<file path="src/rtl/pccard_host_ctrl.sv">
// pccard_host_ctrl: host-side PC Card cycle initiator.
// Turns single-beat requests into timed attribute, common-memory and I/O
// cycles (setup / strobe / hold), captures read data and synchronises the
// card interrupt.
// Optional build macro PCCARD_WAIT_EN adds the cc_wait input: the strobe is
// stretched while the card asserts wait, up to WAIT_TMO extra cycles, after
// which the cycle completes with err=1 and rdata=16'hFFFF.
module pccard_host_ctrl #(
    parameter int T_SETUP  = 2,
    parameter int T_STROBE = 4,
    parameter int T_HOLD   = 1
`ifdef PCCARD_WAIT_EN
    ,
    parameter int WAIT_TMO = 64
`endif
) (
    input  logic        clk,
    input  logic        reset_n,
    input  logic        req_valid,
    output logic        req_ready,
    input  logic [1:0]  req_space,
    input  logic        req_we,
    input  logic        req_word,
    input  logic [25:0] req_addr,
    input  logic [15:0] req_wdata,
    output logic        ack,
    output logic [15:0] rdata,
    output logic        err,
    output logic        irq,
    output logic [25:0] addr,
    output logic [15:0] data_out,
    output logic        data_oe,
    input  logic [15:0] data_in,
    output logic        cc_reg,
    output logic        cc_iord,
    output logic        cc_iowr,
    output logic        cc_oe,
    output logic        cc_we,
    output logic        cc_ce1,
    output logic        cc_ce2,
    input  logic        cc_ireq
`ifdef PCCARD_WAIT_EN
    ,
    input  logic        cc_wait
`endif
);

    typedef enum logic [2:0] {
        S_IDLE,
        S_SETUP,
        S_STROBE,
        S_HOLD,
        S_RSVD
    } state_t;

    localparam int              CNT_W     = 8;
    localparam logic [CNT_W-1:0] LD_SETUP  = CNT_W'(T_SETUP - 1);
    localparam logic [CNT_W-1:0] LD_STROBE = CNT_W'(T_STROBE - 1);
    localparam logic [CNT_W-1:0] LD_HOLD   = CNT_W'(T_HOLD - 1);
    localparam logic [CNT_W-1:0] CNT_ONE   = CNT_W'(1);

    localparam logic [1:0] SP_MEM  = 2'd0;
    localparam logic [1:0] SP_ATTR = 2'd1;
    localparam logic [1:0] SP_IO   = 2'd2;
    localparam logic [1:0] SP_RSVD = 2'd3;

    state_t             state_q, state_d;
    logic [CNT_W-1:0]   cnt_q, cnt_d;
    logic [15:0]        rdata_q, rdata_d;
    logic               tmo_q, tmo_d;
    logic               accept;

    logic [1:0]         space_q;
    logic               we_q;
    logic               word_q;
    logic [25:0]        addr_q;
    logic [15:0]        wdata_q;

    logic               ireq_s1_q, ireq_s2_q;

    logic               wait_stall;
    logic               wait_tmo;

    logic               busy;
    logic               strobe;
    logic               io_space;

    // Right-justify the addressed byte lane; attribute space has no upper byte.
    function automatic logic [15:0] fmt_rdata(input logic [1:0]  space,
                                              input logic        word,
                                              input logic        odd,
                                              input logic [15:0] din);
        logic [15:0] r;
        if (word) begin
            r = (space == SP_ATTR) ? {8'h00, din[7:0]} : din;
        end else if (odd) begin
            r = {8'h00, din[15:8]};
        end else begin
            r = {8'h00, din[7:0]};
        end
        return r;
    endfunction

    // Place write data on the active lane; odd bytes are replicated so the
    // card sees them on D[15:8].
    function automatic logic [15:0] fmt_wdata(input logic        word,
                                              input logic        odd,
                                              input logic [15:0] wd);
        logic [15:0] r;
        if (word) begin
            r = wd;
        end else if (odd) begin
            r = {wd[7:0], wd[7:0]};
        end else begin
            r = {8'h00, wd[7:0]};
        end
        return r;
    endfunction

`ifdef PCCARD_WAIT_EN
    localparam int WCNT_W = $clog2(WAIT_TMO + 1);

    logic              wait_s1_q, wait_s2_q;
    logic [WCNT_W-1:0] wcnt_q, wcnt_d;

    assign wait_stall = wait_s2_q && (wcnt_q != WCNT_W'(WAIT_TMO));
    assign wait_tmo   = wait_s2_q && (wcnt_q == WCNT_W'(WAIT_TMO));

    // Two-flop synchroniser for the asynchronous card wait line.
    always_ff @(posedge clk or negedge reset_n) begin
        if (!reset_n) begin
            wait_s1_q <= 1'b0;
            wait_s2_q <= 1'b0;
        end else begin
            wait_s1_q <= cc_wait;
            wait_s2_q <= wait_s1_q;
        end
    end

    // Count strobe-extension cycles; cleared whenever the controller is idle.
    always_comb begin
        wcnt_d = wcnt_q;
        if (state_q == S_IDLE) begin
            wcnt_d = '0;
        end else if (state_q == S_STROBE && cnt_q == '0 && wait_stall) begin
            wcnt_d = wcnt_q + WCNT_W'(1);
        end
    end

    // Wait-extension counter register.
    always_ff @(posedge clk or negedge reset_n) begin
        if (!reset_n) begin
            wcnt_q <= '0;
        end else begin
            wcnt_q <= wcnt_d;
        end
    end
`else
    assign wait_stall = 1'b0;
    assign wait_tmo   = 1'b0;
`endif

    // Sequencer: next state, phase counter reload, read capture and timeout flag.
    always_comb begin
        state_d = state_q;
        cnt_d   = cnt_q;
        rdata_d = rdata_q;
        tmo_d   = tmo_q;
        accept  = 1'b0;
        unique case (state_q)
            S_IDLE: begin
                if (req_valid) begin
                    accept = 1'b1;
                    tmo_d  = 1'b0;
                    if (req_space == SP_RSVD) begin
                        state_d = S_RSVD;
                    end else begin
                        state_d = S_SETUP;
                        cnt_d   = LD_SETUP;
                    end
                end
            end
            S_SETUP: begin
                if (cnt_q == '0) begin
                    state_d = S_STROBE;
                    cnt_d   = LD_STROBE;
                end else begin
                    cnt_d = cnt_q - CNT_ONE;
                end
            end
            S_STROBE: begin
                if (cnt_q != '0) begin
                    cnt_d = cnt_q - CNT_ONE;
                end else if (!wait_stall) begin
                    state_d = S_HOLD;
                    cnt_d   = LD_HOLD;
                    if (wait_tmo) begin
                        tmo_d   = 1'b1;
                        rdata_d = 16'hFFFF;
                    end else if (!we_q) begin
                        rdata_d = fmt_rdata(space_q, word_q, addr_q[0], data_in);
                    end
                end
            end
            S_HOLD: begin
                if (cnt_q == '0) begin
                    state_d = S_IDLE;
                end else begin
                    cnt_d = cnt_q - CNT_ONE;
                end
            end
            S_RSVD: begin
                state_d = S_IDLE;
            end
            default: begin
                state_d = S_IDLE;
            end
        endcase
    end

    // Sequencer state, phase counter, read data and timeout flag registers.
    always_ff @(posedge clk or negedge reset_n) begin
        if (!reset_n) begin
            state_q <= S_IDLE;
            cnt_q   <= '0;
            rdata_q <= '0;
            tmo_q   <= 1'b0;
        end else begin
            state_q <= state_d;
            cnt_q   <= cnt_d;
            rdata_q <= rdata_d;
            tmo_q   <= tmo_d;
        end
    end

    // Latch the request on accept so later changes on req_* are ignored.
    always_ff @(posedge clk or negedge reset_n) begin
        if (!reset_n) begin
            space_q <= SP_MEM;
            we_q    <= 1'b0;
            word_q  <= 1'b0;
            addr_q  <= '0;
            wdata_q <= '0;
        end else if (accept) begin
            space_q <= req_space;
            we_q    <= req_we;
            word_q  <= req_word;
            addr_q  <= req_addr;
            wdata_q <= req_wdata;
        end
    end

    // Two-flop synchroniser for the asynchronous card interrupt.
    always_ff @(posedge clk or negedge reset_n) begin
        if (!reset_n) begin
            ireq_s1_q <= 1'b0;
            ireq_s2_q <= 1'b0;
        end else begin
            ireq_s1_q <= cc_ireq;
            ireq_s2_q <= ireq_s1_q;
        end
    end

    // Card-side outputs decode directly from state so reset removes them at once.
    assign busy     = (state_q == S_SETUP) || (state_q == S_STROBE) || (state_q == S_HOLD);
    assign strobe   = (state_q == S_STROBE);
    assign io_space = (space_q == SP_IO);

    assign req_ready = (state_q == S_IDLE);
    assign ack       = ((state_q == S_HOLD) && (cnt_q == '0)) || (state_q == S_RSVD);
    assign err       = ack && ((state_q == S_RSVD) || tmo_q);
    assign rdata     = rdata_q;
    assign irq       = ireq_s2_q;

    assign addr     = {addr_q[25:1], addr_q[0] & ~word_q};
    assign data_oe  = busy && we_q;
    assign data_out = data_oe ? fmt_wdata(word_q, addr_q[0], wdata_q) : 16'h0000;

    assign cc_reg  = busy && (space_q != SP_MEM);
    assign cc_ce1  = busy && (word_q || !addr_q[0]);
    assign cc_ce2  = busy && (word_q || addr_q[0]);
    assign cc_oe   = strobe && !io_space && !we_q;
    assign cc_we   = strobe && !io_space && we_q;
    assign cc_iord = strobe && io_space && !we_q;
    assign cc_iowr = strobe && io_space && we_q;

endmodule

</file>
<file path="config.mk">
export PLATFORM = sky130hd
export DESIGN_NAME = pccard_host_ctrl
export DESIGN_NICKNAME = d
export VERILOG_FILES = /design/src/rtl/pccard_host_ctrl.sv
export SDC_FILE = /design/constraint.sdc
export NUM_CORES = 1
export LEC_CHECK = 0
export BUFFER_PORTS_ARGS = -buffer_cell sky130_fd_sc_hd__buf_2
export CAP_MARGIN = 20
export CORE_AREA = 2 2 94 96
export DETAILED_ROUTE_END_ITERATION = 10
export DIE_AREA = 0 0 96 98
export PLACE_DENSITY = 0.74
export REMOVE_ABC_BUFFERS = 1
export SLEW_MARGIN = 5
export SYNTH_ARGS = -nofsm -noshare
export SYNTH_HDL_FRONTEND = slang
export SYNTH_SLANG_ARGS = --single-unit
</file>
<file path="constraint.sdc">
create_clock -name clk -period 2.1 [get_ports clk]
set_clock_uncertainty 0.05 [all_clocks]
set_input_delay 0.105 -clock clk [delete_from_list [all_inputs] [get_ports clk]]
set_output_delay 0.105 -clock clk [all_outputs]
set_load 0.01 [all_outputs]
</file>
==> impl_summary.md <==
Status
The flow ran to the end, and the final reports show no timing, DRC or antenna violations.

Placement
Detailed placement finished with a half-perimeter wire length of 6.43 mm. The count of buffers added on input and output ports is 135. Summing all placed instances gives a cell area of 0.00431 mm². The congestion estimate from routability-driven global placement came to ~0.85. The post-placement worst setup slack is 0.0240 ns. Including well taps, the total number of placed cells is 539.

Layout
The count of non-filler cells in the finished layout is slightly above 600. The utilization after layout is 0.614. The post-route cell area is 0.00520 mm². The layout cell share with drive strength beyond 1 is 0.470. The repair_antennas step left the layout with diodes totalling 0. The area growth from synthesis to final layout is 43.7%. In the final design database the tool counted 574 nets.

Floorplan
The floorplan step defined a die boundary enclosing 0.00941 mm². The floorplan step defined a core boundary enclosing 0.00847 mm². The I/O pin count is 136.

The die is between 90 and 100 µm tall. The floorplan has 34 rows. The x dimension of the die is 96 µm. The initial utilization of the core area, before any placement, comes to 0.428.

Routing
Summing over every cut layer, the via total after detailed routing is around 3,200. The count of unresolved DRC violations after routing is 0. The detailed router's first-iteration violation count is approximately 160. The overall routed net length is 9.97 mm. Dividing the detail-routed wire length by the instance count gives 16.1 µm.

In this run the remaining antenna-violating nets after routing total 0. The first detailed-routing pass took 5 iterations. Dividing the detail-routed via count by the number of cells gives 5.12.

STA
For the pin with the worst max-slew slack, the measured transition is between 0.6 and 0.7 ns. Summed over all failing endpoints, the final setup total negative slack is 0 ns. Setup violations remaining at the end of the flow were counted as 0. In the post-route analysis, the smallest setup slack over all paths is 0.0717 ns. Across all hold checks on the routed design, the worst slack comes to 0.0184 ns. The time the worst path needs with I/O delays and setup is 2.03 ns. The number of max-slew violations in the final report was 0. Setup repair after global routing could not meet its margin everywhere. The tightest slew margin relative to the limit is 0.543. The final count of hold timing violations came to 0. The upper clock frequency limit is slightly below 500 MHz.

Of the available clock period, the critical path in the final layout requires 0.966.

Worst setup path
Setup slack on the worst reg-to-reg path comes out at around 0.1 ns. The worst setup path is launched from a register. The critical path endpoint category is an output pin. Data on the critical path is required at its endpoint by 1.95 ns. The number of cells on the worst reg-to-reg path is 6. The data arrival time of the critical path is around 1.9 ns. The startpoint of the worst register-to-register path is cnt_q[0]. The worst flop-to-flop path endpoint is rdata[1].

The critical path is of the reg2out type. In this run the worst path has a maximum fanout of 3.

Clocking
The clock insertion delay at the later pin of the skew report is 0.35 ns. Buffers inserted during clock tree synthesis total 9. TritonCTS built the clock tree. The clock sink count is 75. Clock tree synthesis selected as its root buffer the cell sky130_fd_sc_hd__clkbuf_8. The largest buffer count on any clock path is 2. The count of H-tree levels built during CTS is 3.

Clock-pin slew was measured on the worst setup and hold paths at around 0.08 ns.

Worst hold path
The path with the worst hold slack has its endpoint at rdata[0]. The number of cells on the worst hold path is 3. The startpoint of the tightest hold check path is data_in[0]. The min-delay analysis places its worst path in the category in2reg.

Power
The power density relative to cell area is 1220 mW/mm². The overall power consumption is 6.36 mW. The worst-case IR drop observed on VDD is 0.000747 V. The leakage power of the design is roughly 2.5 nW.

Global route
The combined global-route utilization of all metal layers is 0.222. The pin count of the biggest net entering global routing is 35. Summed over all layers, the global routing overflow is 0. The first global-routing pass estimated roughly 16 mm of wire. The number of global-route vias before repair is 3,323. The initial antenna violation count is 0.

Synth
After technology mapping, the gate count stands at 318. Yosys mapped the design onto 37 distinct sky130hd cell types. For this run, the register share of the synthesized area comes to 0.518. The mean cell area of the mapped netlist is 11.4 µm². The yosys synthesis warning count is 0. Synthesis inferred 75 register bits. The post-synthesis instance area is 0.00362 mm².

Run
The max-capacitance violation count is 0.
[how the worst max path moves through the flow]
| stage | start | to | slack [ns] | depth (start not counted) |
|---|---|---|---|---|
| after global placement | cnt_q[1] | rdata[5] | 0.08 | 7 |
| final | cnt_q[0] | ack | 0.07 | 7 |
| after floorplan | state_q[1] | addr_q[0] | -0.49 | 3 |
| after global routing | cnt_q[0] | ack | -0.02 | 7 |
| after CTS | cnt_q[1] | ack | -0.005 | 7 |
| after detailed placement | cnt_q[1] | rdata[1] | 0.02 | 7 |
[flip-flops by register name, summed over array words and instances (netlist names)]
name and count:
rdata 16, irq 1, ireq_s1_q 1, word_q 1, state_q 3, addr_q 26, wdata_q 16, we_q 1
cnt_q 8, space_q 2
[layer usage]
metal  vias to the layer above  GRT usage  share of wire
li1                       1457          -              -
met1                      1564      0.252           0.39
met2                       131      0.393           0.52
met3                        15     0.0725          0.076
met4                         0     0.0593          0.014
met5                         -          0              0
[cells by family (layout without fill, tap and decap cells)]
group | count (synthesis) | in the layout | synth area share
AOI/OAI and AO/OA | 52 | 52 | 0.105
xor gates and xnor gates | 1 | 1 | 0.00242
adders and majority gates | 2 | 2 | 0.00691
buffers and inverters | 47 | 240 | 0.0899
DFF | 75 | 75 | 0.518
muxes | 54 | 54 | 0.165
and+or+nand+nor | 87 | 87 | 0.112
[worst max-delay path, cell delays in order, from the launching register on]
cell,delay (ns)
sky130_fd_sc_hd__dfrtp_1,0.39
sky130_fd_sc_hd__inv_1,0.08
sky130_fd_sc_hd__ha_1,0.17
sky130_fd_sc_hd__nor4b_4,0.22
sky130_fd_sc_hd__buf_4,0.16
sky130_fd_sc_hd__nand3_1,0.15
sky130_fd_sc_hd__o21bai_1,0.20
sky130_fd_sc_hd__buf_2,0.16
[cells in the mapped netlist]
cell                        n  area share
sky130_fd_sc_hd__o21bai_1   4      0.0083
sky130_fd_sc_hd__buf_2      7      0.0097
sky130_fd_sc_hd__a21oi_1    3      0.0041
sky130_fd_sc_hd__xor2_1     1      0.0024
sky130_fd_sc_hd__mux2_2    46        0.14
sky130_fd_sc_hd__dfrtp_1   75        0.52
sky130_fd_sc_hd__a21boi_0   1      0.0021
sky130_fd_sc_hd__or3_1      3      0.0052
sky130_fd_sc_hd__o21ai_2   14       0.034
sky130_fd_sc_hd__buf_4     25       0.052
sky130_fd_sc_hd__o21ai_0    4      0.0055
sky130_fd_sc_hd__buf_6      4       0.012
sky130_fd_sc_hd__a21bo_2    1      0.0028
sky130_fd_sc_hd__o21ai_1    2      0.0028
sky130_fd_sc_hd__o211ai_1   3      0.0062
sky130_fd_sc_hd__nand2b_1   2      0.0035
sky130_fd_sc_hd__or4b_1     1      0.0028
sky130_fd_sc_hd__mux2i_1    8       0.022
sky130_fd_sc_hd__nand2_1   31       0.032
sky130_fd_sc_hd__and2_1     2      0.0035
sky130_fd_sc_hd__inv_1      6      0.0062
sky130_fd_sc_hd__or4b_4     1      0.0038
sky130_fd_sc_hd__a31oi_1    6       0.010
sky130_fd_sc_hd__nor3b_1    1      0.0021
sky130_fd_sc_hd__nor4b_1    2      0.0048
sky130_fd_sc_hd__o22a_1     1      0.0024
sky130_fd_sc_hd__clkbuf_1   4      0.0041
sky130_fd_sc_hd__nor2b_1    1      0.0017
sky130_fd_sc_hd__a22oi_1    8       0.017
sky130_fd_sc_hd__nor2_1    28       0.029
sky130_fd_sc_hd__a211oi_1   3      0.0062
sky130_fd_sc_hd__and3_1     9       0.016
sky130_fd_sc_hd__nor3_1     4      0.0055
sky130_fd_sc_hd__nand3_1    2      0.0028
sky130_fd_sc_hd__buf_12     1      0.0055
sky130_fd_sc_hd__o22ai_1    2      0.0035
sky130_fd_sc_hd__ha_1       2      0.0069
[layout by cell type, fill, tap and decap left out, types with 2 or more instances in the layout]
| cell | count |
|---|---|
| sky130_fd_sc_hd__nand3_1 | 2 |
| sky130_fd_sc_hd__o21ai_1 | 2 |
| sky130_fd_sc_hd__dlygate4sd3_1 | 62 |
| sky130_fd_sc_hd__mux2i_1 | 8 |
| sky130_fd_sc_hd__a21oi_1 | 3 |
| sky130_fd_sc_hd__and3_1 | 9 |
| sky130_fd_sc_hd__a31oi_1 | 6 |
| sky130_fd_sc_hd__o21ai_0 | 4 |
| sky130_fd_sc_hd__mux2_2 | 46 |
| sky130_fd_sc_hd__o21ai_2 | 14 |
| sky130_fd_sc_hd__buf_4 | 18 |
| sky130_fd_sc_hd__ha_1 | 2 |
| sky130_fd_sc_hd__clkbuf_8 | 10 |
| sky130_fd_sc_hd__inv_1 | 5 |
| sky130_fd_sc_hd__buf_2 | 134 |
| sky130_fd_sc_hd__dfrtp_1 | 75 |
| sky130_fd_sc_hd__nand2b_1 | 2 |
| sky130_fd_sc_hd__o211ai_1 | 3 |
| sky130_fd_sc_hd__nor2_1 | 27 |
| sky130_fd_sc_hd__clkinvlp_4 | 3 |
| sky130_fd_sc_hd__a22oi_1 | 8 |
| sky130_fd_sc_hd__o21bai_1 | 4 |
| sky130_fd_sc_hd__buf_12 | 3 |
| sky130_fd_sc_hd__a211oi_1 | 3 |
| sky130_fd_sc_hd__nor3_1 | 4 |
| sky130_fd_sc_hd__o22ai_1 | 2 |
| sky130_fd_sc_hd__nand2_1 | 30 |
| sky130_fd_sc_hd__or3_1 | 2 |
[repair_timing]
| item | 4_1_cts | 5_1_grt |
|---|---|---|
| pin swaps | 0 | 1 |
| gates resized for setup | 3 | 4 |
| setup endpoints to repair | 10 | 22 |
| gates cloned | 0 | 1 |
| setup buffers | 0 | 1 |
| hold buffers | 62 | 0 |
| hold endpoints to repair | 93 | 0 |
[cell type report]
type,instances,area [µm²]
timing repair buffer,218,1510
tap,108,135
multi-input combinational,196,1450
sequential,75,1880
clock inverter,5,61.3
clock buffer,11,141
fill,672,3270
inverter,6,22.5
[power breakdown]
group / switching (mW) / internal, mW / leakage [nW]
combinational: 1.42 / 1.38 / 1.56
sequential: 0.415 / 2.00 / 0.862
clock: 0.562 / 0.586 / 0.0922
Power figures use the tool's default switching activity.
